[config.mk]
export PLATFORM = sky130hd
export DESIGN_NAME = fpu_issue_queue
export DESIGN_NICKNAME = d
export VERILOG_FILES = /design/src/rtl/fpu_issue_queue.sv
export SDC_FILE = /design/constraint.sdc
export NUM_CORES = 1
export LEC_CHECK = 0
export CAP_MARGIN = 20
export CORE_UTILIZATION = 45
export CTS_CLUSTER_SIZE = 10
export DETAILED_ROUTE_END_ITERATION = 10
export PLACE_DENSITY_LB_ADDON = 0.25
export RECOVER_POWER = 100
export SLEW_MARGIN = 25
export SYNTH_ARGS = -nofsm -noshare
export SYNTH_HDL_FRONTEND = slang
export SYNTH_SLANG_ARGS = --single-unit
[constraint.sdc]
create_clock -name clk -period 3.7 [get_ports clk]
set_clock_uncertainty 0.05 [all_clocks]
set_input_delay 0.74 -clock clk [delete_from_list [all_inputs] [get_ports clk]]
set_output_delay 0.74 -clock clk [all_outputs]
set_load 0.05 [all_outputs]
[src/rtl/fpu_issue_queue.sv]
// fpu_issue_queue
//   Command-side front end for top_FPU. Commands are buffered in a show-ahead
//   command FIFO, issued to the FPU one per cycle through registered operand
//   outputs, and tracked across the FPU latency. Each result is collected,
//   with its tag, into an in-order show-ahead result FIFO. Issue is
//   credit-gated (inflight + res_count < RES_DEPTH), so a result never finds
//   the result FIFO full.
//
// Ports
//   clk, rst                 clock (rising edge), asynchronous active-low reset
//   cmd_valid/cmd_ready      command handshake; cmd_op/cmd_a/cmd_b/cmd_tag payload
//   fpu_operation/fpu_a/_b   registered operands to top_FPU
//   fpu_out                  result from top_FPU, valid FPU_LAT edges after operands
//   res_valid/res_ready      result handshake; res_data/res_tag/res_exc head result
//
// Optional feature
//   FPU_ISSUE_DIVZERO_EN: a div whose divisor magnitude is zero returns the quiet
//   NaN 32'h7FC00000 with res_exc=1. When undefined, res_exc is tied to 0.
module fpu_issue_queue #(
    parameter int CMD_DEPTH = 4,
    parameter int RES_DEPTH = 4,
    parameter int FPU_LAT   = 1,
    parameter int TAG_W     = 4
) (
    input  logic             clk,
    input  logic             rst,
    input  logic             cmd_valid,
    output logic             cmd_ready,
    input  logic [1:0]       cmd_op,
    input  logic [31:0]      cmd_a,
    input  logic [31:0]      cmd_b,
    input  logic [TAG_W-1:0] cmd_tag,
    output logic [1:0]       fpu_operation,
    output logic [31:0]      fpu_a,
    output logic [31:0]      fpu_b,
    input  logic [31:0]      fpu_out,
    output logic             res_valid,
    input  logic             res_ready,
    output logic [31:0]      res_data,
    output logic [TAG_W-1:0] res_tag,
    output logic             res_exc
);
    localparam int CA_W  = $clog2(CMD_DEPTH);
    localparam int CC_W  = CA_W + 1;
    localparam int RA_W  = $clog2(RES_DEPTH);
    localparam int RC_W  = RA_W + 1;
    localparam int CMD_W = 2 + 32 + 32 + TAG_W;
    localparam logic [CC_W-1:0] CMD_FULL    = CC_W'(CMD_DEPTH);
    localparam logic [RC_W:0]   RES_CREDITS = (RC_W + 1)'(RES_DEPTH);

    logic [CA_W-1:0]  cmd_wr_ptr_q, cmd_wr_ptr_d, cmd_rd_ptr_q, cmd_rd_ptr_d;
    logic [CC_W-1:0]  cmd_cnt_q, cmd_cnt_d;
    logic [RA_W-1:0]  res_wr_ptr_q, res_wr_ptr_d, res_rd_ptr_q, res_rd_ptr_d;
    logic [RC_W-1:0]  res_cnt_q, res_cnt_d;
    logic [RC_W-1:0]  inflight_q, inflight_d;
    logic [FPU_LAT:0] trk_v_q, trk_v_d;
    logic [1:0]       fpu_op_q, fpu_op_d;
    logic [31:0]      fpu_a_q, fpu_a_d, fpu_b_q, fpu_b_d;

    logic [CMD_W-1:0] cmd_mem_q [CMD_DEPTH];
    logic [TAG_W-1:0] trk_tag_q [FPU_LAT+1];
    logic [31:0]      res_data_mem_q [RES_DEPTH];
    logic [TAG_W-1:0] res_tag_mem_q  [RES_DEPTH];

    logic             cmd_push, issue, capture, res_pop;
    logic [RC_W:0]    credit_used;
    logic [1:0]       head_op;
    logic [31:0]      head_a, head_b, cap_data;
    logic [TAG_W-1:0] head_tag;
    logic             cap_exc;

    assign {head_op, head_a, head_b, head_tag} = cmd_mem_q[cmd_rd_ptr_q];

    // cmd_ready is forced low while reset is held and rises as soon as it lifts.
    assign cmd_ready   = rst && (cmd_cnt_q < CMD_FULL);
    assign cmd_push    = cmd_valid && cmd_ready;
    // Credits use registered values only; a same-cycle result pop frees nothing yet.
    assign credit_used = {1'b0, inflight_q} + {1'b0, res_cnt_q};
    assign issue       = (cmd_cnt_q != '0) && (credit_used < RES_CREDITS);
    assign capture     = trk_v_q[FPU_LAT];
    assign res_valid   = (res_cnt_q != '0);
    assign res_pop     = res_valid && res_ready;

`ifdef FPU_ISSUE_DIVZERO_EN
    logic [FPU_LAT:0] trk_exc_q;
    logic             res_exc_mem_q [RES_DEPTH];
    logic             head_exc;

    assign head_exc = (head_op == 2'b11) && (head_b[30:0] == 31'd0);
    assign cap_exc  = trk_exc_q[FPU_LAT];
    assign cap_data = cap_exc ? 32'h7FC0_0000 : fpu_out;
    assign res_exc  = res_valid ? res_exc_mem_q[res_rd_ptr_q] : 1'b0;

    always_ff @(posedge clk) begin
        trk_exc_q[0] <= head_exc;
        for (int i = 1; i <= FPU_LAT; i++) trk_exc_q[i] <= trk_exc_q[i-1];
        if (capture) res_exc_mem_q[res_wr_ptr_q] <= cap_exc;
    end
`else
    assign cap_exc  = 1'b0;
    assign cap_data = fpu_out;
    assign res_exc  = cap_exc;
`endif

    // Outputs are gated to zero when empty so reset shows clean values
    // without clearing the storage arrays.
    assign res_data      = res_valid ? res_data_mem_q[res_rd_ptr_q] : 32'd0;
    assign res_tag       = res_valid ? res_tag_mem_q[res_rd_ptr_q]  : '0;
    assign fpu_operation = fpu_op_q;
    assign fpu_a         = fpu_a_q;
    assign fpu_b         = fpu_b_q;

    always_comb begin
        cmd_wr_ptr_d = cmd_wr_ptr_q;
        cmd_rd_ptr_d = cmd_rd_ptr_q;
        cmd_cnt_d    = cmd_cnt_q;
        res_wr_ptr_d = res_wr_ptr_q;
        res_rd_ptr_d = res_rd_ptr_q;
        res_cnt_d    = res_cnt_q;
        inflight_d   = inflight_q;
        fpu_op_d     = fpu_op_q;
        fpu_a_d      = fpu_a_q;
        fpu_b_d      = fpu_b_q;
        trk_v_d      = '0;

        if (cmd_push) cmd_wr_ptr_d = cmd_wr_ptr_q + 1'b1;
        if (issue)    cmd_rd_ptr_d = cmd_rd_ptr_q + 1'b1;
        case ({cmd_push, issue})
            2'b10:   cmd_cnt_d = cmd_cnt_q + 1'b1;
            2'b01:   cmd_cnt_d = cmd_cnt_q - 1'b1;
            default: cmd_cnt_d = cmd_cnt_q;
        endcase

        // Issue stage: load operands, start tracking.
        if (issue) begin
            fpu_op_d = head_op;
            fpu_a_d  = head_a;
            fpu_b_d  = head_b;
        end
        trk_v_d[0] = issue;
        for (int i = 1; i <= FPU_LAT; i++) trk_v_d[i] = trk_v_q[i-1];

        case ({issue, capture})
            2'b10:   inflight_d = inflight_q + 1'b1;
            2'b01:   inflight_d = inflight_q - 1'b1;
            default: inflight_d = inflight_q;
        endcase

        // Capture stage: result enters the result FIFO.
        if (capture) res_wr_ptr_d = res_wr_ptr_q + 1'b1;
        if (res_pop) res_rd_ptr_d = res_rd_ptr_q + 1'b1;
        case ({capture, res_pop})
            2'b10:   res_cnt_d = res_cnt_q + 1'b1;
            2'b01:   res_cnt_d = res_cnt_q - 1'b1;
            default: res_cnt_d = res_cnt_q;
        endcase
    end

    always_ff @(posedge clk or negedge rst) begin
        if (!rst) begin
            cmd_wr_ptr_q <= '0;
            cmd_rd_ptr_q <= '0;
            cmd_cnt_q    <= '0;
            res_wr_ptr_q <= '0;
            res_rd_ptr_q <= '0;
            res_cnt_q    <= '0;
            inflight_q   <= '0;
            trk_v_q      <= '0;
            fpu_op_q     <= '0;
            fpu_a_q      <= '0;
            fpu_b_q      <= '0;
        end else begin
            cmd_wr_ptr_q <= cmd_wr_ptr_d;
            cmd_rd_ptr_q <= cmd_rd_ptr_d;
            cmd_cnt_q    <= cmd_cnt_d;
            res_wr_ptr_q <= res_wr_ptr_d;
            res_rd_ptr_q <= res_rd_ptr_d;
            res_cnt_q    <= res_cnt_d;
            inflight_q   <= inflight_d;
            trk_v_q      <= trk_v_d;
            fpu_op_q     <= fpu_op_d;
            fpu_a_q      <= fpu_a_d;
            fpu_b_q      <= fpu_b_d;
        end
    end

    // Storage and tag shift register: data only, qualified by the counts and
    // tracking valid bits, so no reset is needed.
    always_ff @(posedge clk) begin
        if (cmd_push) cmd_mem_q[cmd_wr_ptr_q] <= {cmd_op, cmd_a, cmd_b, cmd_tag};
        trk_tag_q[0] <= head_tag;
        for (int i = 1; i <= FPU_LAT; i++) trk_tag_q[i] <= trk_tag_q[i-1];
        if (capture) begin
            res_data_mem_q[res_wr_ptr_q] <= cap_data;
            res_tag_mem_q[res_wr_ptr_q]  <= trk_tag_q[FPU_LAT];
        end
    end

endmodule

## Yosys cells after proc, flatten, opt, wreduce, memory -nomap -nowiden

Memory sizes are Yosys's and may differ from the RTL's.
Index checks and enable logic that the tools add are counted.

| word-level totals | value |
|---|---|
| flip-flop bits (word level) | 85 |
| bits in writable memories | 432 |
| bits of input ports | 106 |
| output and inout bits | 105 |
| logic and storage cells | 52 |
| memories | 4 |

Memories:

| memory | words | width | rd ports | clocked after memory_dff | wr ports | RTL line | source |
|---|---|---|---|---|---|---|---|
| cmd_mem_q | 4 | 70 | 1 | 0 | 1 | 60 | `logic [CMD_W-1:0] cmd_mem_q [CMD_DEPTH];` |
| res_data_mem_q | 4 | 32 | 1 | 0 | 1 | 62 | `logic [31:0] res_data_mem_q [RES_DEPTH];` |
| res_tag_mem_q | 4 | 4 | 1 | 0 | 1 | 63 | `logic [TAG_W-1:0] res_tag_mem_q [RES_DEPTH];` |
| trk_tag_q | 2 | 4 | 2 | 0 | 2 | 61 | `logic [TAG_W-1:0] trk_tag_q [FPU_LAT+1];` |

| cells by class | value |
|---|---|
| $add $sub $neg | 11 |
| order comparisons | 2 |
| eq/ne operators | 6 |
| mux-type cells | 9 |
| reductions and logical operators | 9 |

Operators with widths:

| cell | number |
|---|---|
| $mux W32 | 1 |
| $pmux W3 S2 | 3 |
| $add A3 B1 Y3 const B | 3 |
| $sub A3 B1 Y3 const B | 3 |
| $add A2 B1 Y2 const B | 4 |
| $eq A2 B1 Y1 const B | 3 |
| $eq A2 B2 Y1 const B | 3 |
| $reduce_bool A2 Y1 | 3 |
| $reduce_bool A3 Y1 | 2 |
| $add A3 B3 Y4 | 1 |
| $logic_and A1 B1 Y1 | 4 |
| $lt A4 B3 Y1 const B | 1 |
| $mux W1 | 4 |
| $mux W4 | 1 |
| $lt A3 B3 Y1 const B | 1 |

## Longest topological paths before layout

Gate-level depths: netlist of run 1.

| logic depth | value |
|---|---|
| depth after elaboration | 5 |
| depth in mapped cells | 12 |
| mapped depth without buffers | 10 |

## Worst setup path after synthesis of run 1

Ideal clock, no wire load.

| timing | value |
|---|---|
| path type | input-to-reg |
| start | input port rst |
| end | memory cmd_mem_q[0][0] (netlist name), enable pin |
| setup time | 0.436 ns |
| data arrival time | 3.386 ns |
| required time | 3.214 ns |
| path slack | -0.172 ns |
| cell stages on the path | 2 |
| path buffers | 0 |
| path through | nor2b_1 and3_1 |

| between the ends | value |
|---|---|
| cells in the longest elaborated chain, start to end | 4 |

RTL lines:

| item | RTL line | source |
|---|---|---|
| start, declared | 26 | `input logic rst,` |
| $logic_and A1 B1 Y1 | 75 | `assign cmd_ready = rst && (cmd_cnt_q < CMD_FULL);` |
| $logic_and A1 B1 Y1 | 76 | `assign cmd_push = cmd_valid && cmd_ready;` |
| $mux W1 | 190 | `if (cmd_push) cmd_mem_q[cmd_wr_ptr_q] <= {cmd_op, cmd_a, cmd_b, cmd_tag};` |
| $mux W1 (not written as such) | 190 |  |
| end, declared | 60 |  |

No other way between the ends.

## Worst setup path in the final report of run 1

| timing | value |
|---|---|
| start | register res_rd_ptr_q[0] |
| end | output port res_data[22] |

| between the ends | value |
|---|---|
| cells in the longest elaborated chain, start to end | 2 |

RTL lines:

| item | RTL line | source |
|---|---|---|
| start, declared | 53 | `logic [RA_W-1:0] res_wr_ptr_q, res_wr_ptr_d, res_rd_ptr_q, res_rd_ptr_d;` |
| start signal, assigned | 177 | `res_rd_ptr_q <= res_rd_ptr_d;` |
| $mem_v2 Z4 W32 | - |  |
| $mux W32 | 107 | `assign res_data = res_valid ? res_data_mem_q[res_rd_ptr_q] : 32'd0;` |
| end, declared | 39 | `output logic [31:0] res_data,` |

No other way between the ends.

==> results.yml, run 1 <==
floorplan:
  dieArea_um2: 43600
  io_pins: 211
  die_h_um: 208.8
  rows: 75
  die_width_um: 208.8
  coreArea_um2: 42040
  start_util_pct: 45.78
routing:
  vias_per_cell: 5.217
  ant_nets: 0
  wirelength_mm: 35.39
  routed-via-count: 8807
  first_pass_iters: 4
  remaining_drc_errors: 0
  drt_iter0_drc: 509
  route.detailed.wl_per_inst_um: 20.96
final_layout:
  drive_gt1_share_pct: 22.77
  nets: 1216
  nFillCells: 3152
  utilization_pct: 56.23
  syn2layout_area_growth_pct: 22.82
clock_tree:
  ctsResizeCount: 0
  path_clk_slew_ps: 50
  ctsHtreeMaxLevel: 2
  cts.sinks: 517
  cts_tree: "yes"
  insertion_delay_ps: 590
  cts_root_buf: "clkbuf_16"
  hold_buffers: 0
  cts_setup_buffers: 0
  cts_made_buffers: 58
  cts_max_path_buffers: 3
power_and_ir_drop:
  p_comb_share_pct: 38.1
  peakVddDrop_uv: 676.2
  p_clk_share_pct: 23.9
  p_int_uw: 13790
  p_per_area_nw_per_um2: 897.1
  switchingPower_uw: 7412
  netSwitchingFraction_pct: 34.95
  seqPwrFrac_pct: 37.9
  p_leak_uw: 0.008038
critical_path:
  r2r_start: "res_cnt_q[1]"
  critPathMaxFanout: 19
  crit_chain: "buf_4 > mux4_2 > and2_1 > dlygate4sd3_1"
  rr_worst_depth: 6
  critPathLaunchType: "flip-flop"
  endpoint_kind: "output port"
  rrSetupSlack_ps: 310
  critPathSlowestCell: "dlygate4sd3_1"
  max_stage_delay_ps: 760
  critical_path_class: "reg2out"
  arrival_ps: 2790
  required_ps: 2910
  r2r_end: "fpu_a[12]"
logic_synthesis:
  synth_edf_count: 424
  synth_top_family_by_area: "multiplexers"
  synthArstFlopShare_pct: 16.44
  synth_nets: 959
  synth.area.mux_share_pct: 16.43
  yosys_warnings: 0
  synth_top_area_share_pct: 66.15
  syn-cell-area_um2: 19250
  synth_area_leaders: "edfxtp_1, mux4_2, dfrtp_1"
  postSynthCellCount: 837
  yosysMostFrequentCell: "edfxtp_1"
  synthAdderAreaFrac_pct: 1.157
  synth_largest_area_cell: "edfxtp_1"
  yosys.area_share.simple_pct: 1.944
  synth_top_flop_cell: "edfxtp_1"
  seq_area_frac_synth_pct: 78.03
  synth.ff_latch_count: 517
  synthTopCellsByCount: "edfxtp_1, mux4_2, dfrtp_1"
  synth_compound_area_share_pct: 0.05201
  syn_avg_cell_area_um2: 23.00
  synth_xor_area_share_pct: 0.6826
  synth.distinct_cells: 30
global_routing:
  grt_pass1_vias: 9634
  overflow: 0
  grt_max_degree: 52
  antenna_found_initial: 13
  grt.total_usage_pct: 17.04
  grt_pass1_wl_mm: 55.82
worst_hold_path:
  hp-start: "trk_tag_q[0][0]"
  min_to: "trk_tag_q[0][4]"
  holdCritPathClass: "reg2reg"
  holdPathStages: 0
outcome:
  status: "finished, violations left"
  violations: "max-capacitance violations, max-slew violations"
run:
  maxCapViolations: 7
placement:
  numPortBuffers: 209
  finalWeightedCongestion: 0.7072
  dp_hpwl_mm: 21.59
sta:
  min_period_ps: 3578
  fmax_ghz: 0.2795
  drv_slew: 211
  max_slew.worst_pin.slew_ps: 2097
  finalHoldViolCount: 0
  fin_crit_sh_pct: 96.69
  fin_tns_setup_ps: 0
  relSlewSlack_pct: -39.80
  finalSetupViolCount: 0
  grt_setup_unrepaired: "false"
[kinds of logic (layout without fill, tap and decap cells)]
group                    after synthesis  after routing
flip-flops                           517            517
multiplexers                         175            175
AND/OR/NAND/NOR                       59             59
buffers and inverters                 52            357
adder cells (fa/ha/maj)               16             16
XOR/XNOR                              15             15
AO/OA/AOI/OAI                          2              2
other                                  1              8
[final cells by class]
cell class                 count  area [um2]  area share, %
antenna                        7       17.52        0.07410
clock buffer                 104        1644          6.955
clock inverter                 4       38.79         0.1641
inverter                      16       60.06         0.2541
multi-input combinational    268        3899          16.49
sequential                   517       15030          63.56
tap                          539       674.4          2.853
timing repair buffer         233        2280          9.644
[power by group through the flow]
stage	Clock (uW)	Sequential, uW	Combinational (uW)
2_1_floorplan	0	9170	5010
3_3_place_gp	0	8150	8390
3_5_place_dp	0	8180	8470
4_1_cts	5220	8080	8490
5_1_grt	5430	8190	8620
6_report	5070	8050	8080
[cells in the final DEF, fill, tap and decap left out, types with 4 or more instances in the layout]
| cell | Yosys | layout |
|---|---|---|
| xor2_1 | 8 | 8 |
| mux4_2 | 106 | 106 |
| clkbuf_1 | 14 | 52 |
| dfrtp_1 | 85 | 82 |
| clkbuf_2 | 0 | 8 |
| mux2_2 | 67 | 67 |
| ha_1 | 13 | 13 |
| diode_2 | 0 | 7 |
| dfxtp_1 | 8 | 8 |
| clkdlybuf4s50_1 | 0 | 25 |
| clkbuf_16 | 0 | 58 |
| and3_1 | 4 | 4 |
| buf_4 | 8 | 4 |
| inv_1 | 16 | 16 |
| buf_12 | 1 | 5 |
| edfxtp_1 | 424 | 424 |
| dlygate4sd3_1 | 0 | 182 |
| and2_1 | 42 | 20 |
| and2_0 | 0 | 22 |
| xnor2_1 | 7 | 7 |
[metrics by stage]
step / total power, uW / setup slack (ps) / cells / hold slack, ps / area, um2
2_1_floorplan: 14180 / 582.2 / 837 / 259.6 / 19250
3_3_place_gp: 16530 / 758.5 / 1572 / 260.4 / 22050
3_5_place_dp: 16660 / 741.8 / 1572 / 262.1 / 22050
4_1_cts: 21790 / 97.22 / 1680 / 160.8 / 23740
5_1_grt: 22230 / 37.23 / 1684 / 280.8 / 23630
6_report: 21210 / 122.3 / 1688 / 273.9 / 23640
[worst max path at each step]
| stage | from | slack (ps) | end | depth (start not counted) |
|---|---|---|---|---|
| 2_1_floorplan | rst | 580 | cmd_mem_q[0][0] | 2 |
| 4_1_cts | res_rd_ptr_q[0] | 100 | res_data[5] | 4 |
| 5_1_grt | res_rd_ptr_q[0] | 40 | res_data[22] | 4 |
| 3_5_place_dp | res_rd_ptr_q[0] | 740 | res_data[5] | 4 |
| 3_3_place_gp | res_rd_ptr_q[0] | 760 | res_tag[3] | 4 |
| 6_report | res_rd_ptr_q[0] | 120 | res_data[22] | 4 |
[critical path, delay by kind of cell, from the launching register on]
kind | cells | cell delay [ps]
flip-flops | 1 | 350
AND/OR/NAND/NOR | 1 | 190
multiplexers | 1 | 550
buffers and inverters | 2 | 1100
[routing by layer]
| metal | global-route usage [%] | vias up | part of all wire, % |
|---|---|---|---|
| met5 | 0 | - | 0.26 |
| met4 | 5.527 | 14 | 2.1 |
| met3 | 4.674 | 70 | 7.1 |
| met2 | 29.25 | 242 | 50 |
| met1 | 20.92 | 4579 | 40 |
| li1 | - | 3902 | - |
[state kept, by name (all words and copies together) (netlist names)]
name	count
cmd_wr_ptr_q	2
res_data_mem_q	128
fpu_b	32
trk_tag_q	8
trk_v_q	2
res_rd_ptr_q	2
fpu_operation	2
inflight_q	3
res_tag_mem_q	16
cmd_rd_ptr_q	2
res_wr_ptr_q	2
cmd_mem_q	280
cmd_cnt_q	3
res_cnt_q	3
fpu_a	32
Power figures use the tool's default switching activity.
==> run 2, diff against run 1 <==
Settings changed: CTS_BUF_LIST set to sky130_fd_sc_hd__clkbuf_2 sky130_fd_sc_hd__clkbuf_4 sky130_fd_sc_hd__clkbuf_8.
==> run 2 against run 1 <==
Against the previous run: the run still ends with max-capacitance violations, max-slew violations left; largest cell class unchanged; worst setup slack better by 13 ps; cell area fell by 0.17%; count of clock-buffer cells in the layout grew 16; sequential share of layout area increased by 0.11 points; highest routed layer unchanged; power is 1.3% lower; combinational power about the same; sequential power about the same; cell count increased by 2.4%; die area is the same; global-route usage is 0.21 points higher; hold slack better by 1.8 ps; critical endpoint is now res_tag[0].
==> results.yml, run 2 (synthesis gave the netlist of run 1 again) <==
outcome:
  status: "finished, violations left"
  violations: "max-capacitance violations, max-slew violations"
clock_tree:
  path_clk_slew_ps: 60
  cts.sinks: 517
  insertion_delay_ps: 630
  ctsHtreeMaxLevel: 3
  cts_setup_buffers: 0
  cts_max_path_buffers: 3
  cts_tree: "yes"
  hold_buffers: 0
  ctsResizeCount: 0
  cts_made_buffers: 81
  cts_root_buf: "clkbuf_8"
placement:
  finalWeightedCongestion: 0.7072
  dpl_cell_area_um2: 22050
  numPortBuffers: 209
  dp_hpwl_mm: 21.59
critical_path:
  r2r_end: "fpu_operation[1]"
  rrSetupSlack_ps: 340
  r2r_start: "res_cnt_q[1]"
  required_ps: 2910
  endpoint_kind: "output port"
  arrival_ps: 2770
  rr_worst_depth: 6
  critPathMaxFanout: 19
  critPathLaunch: "res_rd_ptr_q[0]"
  critical_path_class: "reg2out"
  critPathLaunchType: "flip-flop"
final_layout:
  largest_register: "cmd_mem_q"
  largest_reg_flops: 280
  final_common_cell: "edfxtp_1"
  drive_gt1_share_pct: 27.90
  syn2layout_area_growth_pct: 22.61
  top_regs: "cmd_mem_q: 280 flops, res_data_mem_q: 128 flops"
  nets: 1239
  postLayoutCellArea_um2: 23600
  final_cell_mix: "edfxtp_1, dlygate4sd3_1, mux4_2"
worst_hold_path:
  holdCritPathClass: "reg2reg"
  min_to: "trk_tag_q[0][7]"
  holdPathStages: 0
  hp-start: "trk_tag_q[0][3]"
global_routing:
  overflow: 0
  grt_max_degree: 52
  grt_pass1_vias: 9799
  antenna_found_initial: 15
  grt_pass1_wl_mm: 56.23
  grt.total_usage_pct: 17.24
run:
  maxCapViolations: 6
power_and_ir_drop:
  peakVddDrop_uv: 498.4
  p_leak_uw: 0.008100
  p_per_area_nw_per_um2: 887.0
routing:
  route.detailed.wl_per_inst_um: 20.75
  first_pass_iters: 4
  ant_nets: 0
  remaining_drc_errors: 0
  drt_iter0_drc: 494
  routed-via-count: 8945
  wirelength_mm: 35.87
  vias_per_cell: 5.174
floorplan:
  io_pins: 211
  die_h_um: 208.8
  rows: 75
  die_width_um: 208.8
  coreArea_um2: 42040
  dieArea_um2: 43600
  start_util_pct: 45.78
sta:
  fin_tns_setup_ps: 0
  min_period_ps: 3564
  hold_slack_ps: 275.8
  fin_crit_sh_pct: 96.33
  finalHoldViolCount: 0
  finalSetupViolCount: 0
  max_slew.worst_pin.slew_ps: 2711
  drv_slew: 211
  fmax_ghz: 0.2806
  relSlewSlack_pct: -80.81
  grt_setup_unrepaired: "false"
-- run 2: cell types whose count changed in the layout (fill, tap and decap cells not counted), moves of 13 or more --
cell / delta
dlygate4sd3_1: -13
clkbuf_8: +91
clkdlybuf4s50_1: +13
clkinv_1: +15
clkbuf_1: -44
clkbuf_4: +27
clkbuf_16: -58
-- run 2: cell type report --
type | count | area (um2)
Inverter | 16 | 60.06
Timing Repair Buffer | 233 | 2280
Sequential cell | 517 | 15030
Antenna cell | 7 | 17.52
Clock buffer | 120 | 1483
Multi-Input combinational cell | 268 | 3899
Tap cell | 539 | 674.4
Fill cell | 3198 | 18440
Clock inverter | 29 | 160.2
-- run 2: per-layer routing --
| layer | GRT usage (%) | vias to the layer above | routed length, um |
|---|---|---|---|
| met4 | 5.908 | 16 | 699 |
| met3 | 5.666 | 66 | 2820 |
| met5 | 0 | - | 100 |
| met1 | 20.76 | 4644 | 13970 |
| li1 | - | 3959 | - |
| met2 | 29.20 | 260 | 18280 |
-- run 2: critical path, cell delays in order (launching register included) --
cell	delay, ps
dfrtp_2	350
buf_4	340
mux4_2	560
and2_0	190
clkdlybuf4s50_1	700
-- run 2: worst max path at each step --
stage	endpoint	slack (ps)	depth (start not counted)
after floorplan	cmd_mem_q[0][0]	580	2
after global placement	res_tag[3]	760	4
after detailed placement	res_data[5]	740	4
after CTS	res_data[5]	60	4
after global routing	res_data[12]	6	4
final	res_tag[0]	140	4
-- run 2: where the power goes --
part / internal, uW / total [uW] / switching [uW]
Sequential: 7450 / 8050 / 599
Clock: 2590 / 4770 / 2180
Combinational: 3400 / 8110 / 4710
Total: 13400 / 20900 / 7480
-- run 2: per-stage QoR --
step | setup WS [ps] | util, % | total power (uW) | std cells
final | 135.8 | 56.13 | 20930 | 1729
after detailed placement | 741.8 | 52.46 | 16660 | 1572
after global placement | 758.5 | 52.46 | 16530 | 1572
after global routing | 6.199 | 56.12 | 22000 | 1726
after CTS | 58.13 | 56.37 | 21480 | 1721
after floorplan | 582.2 | - | 14180 | 837
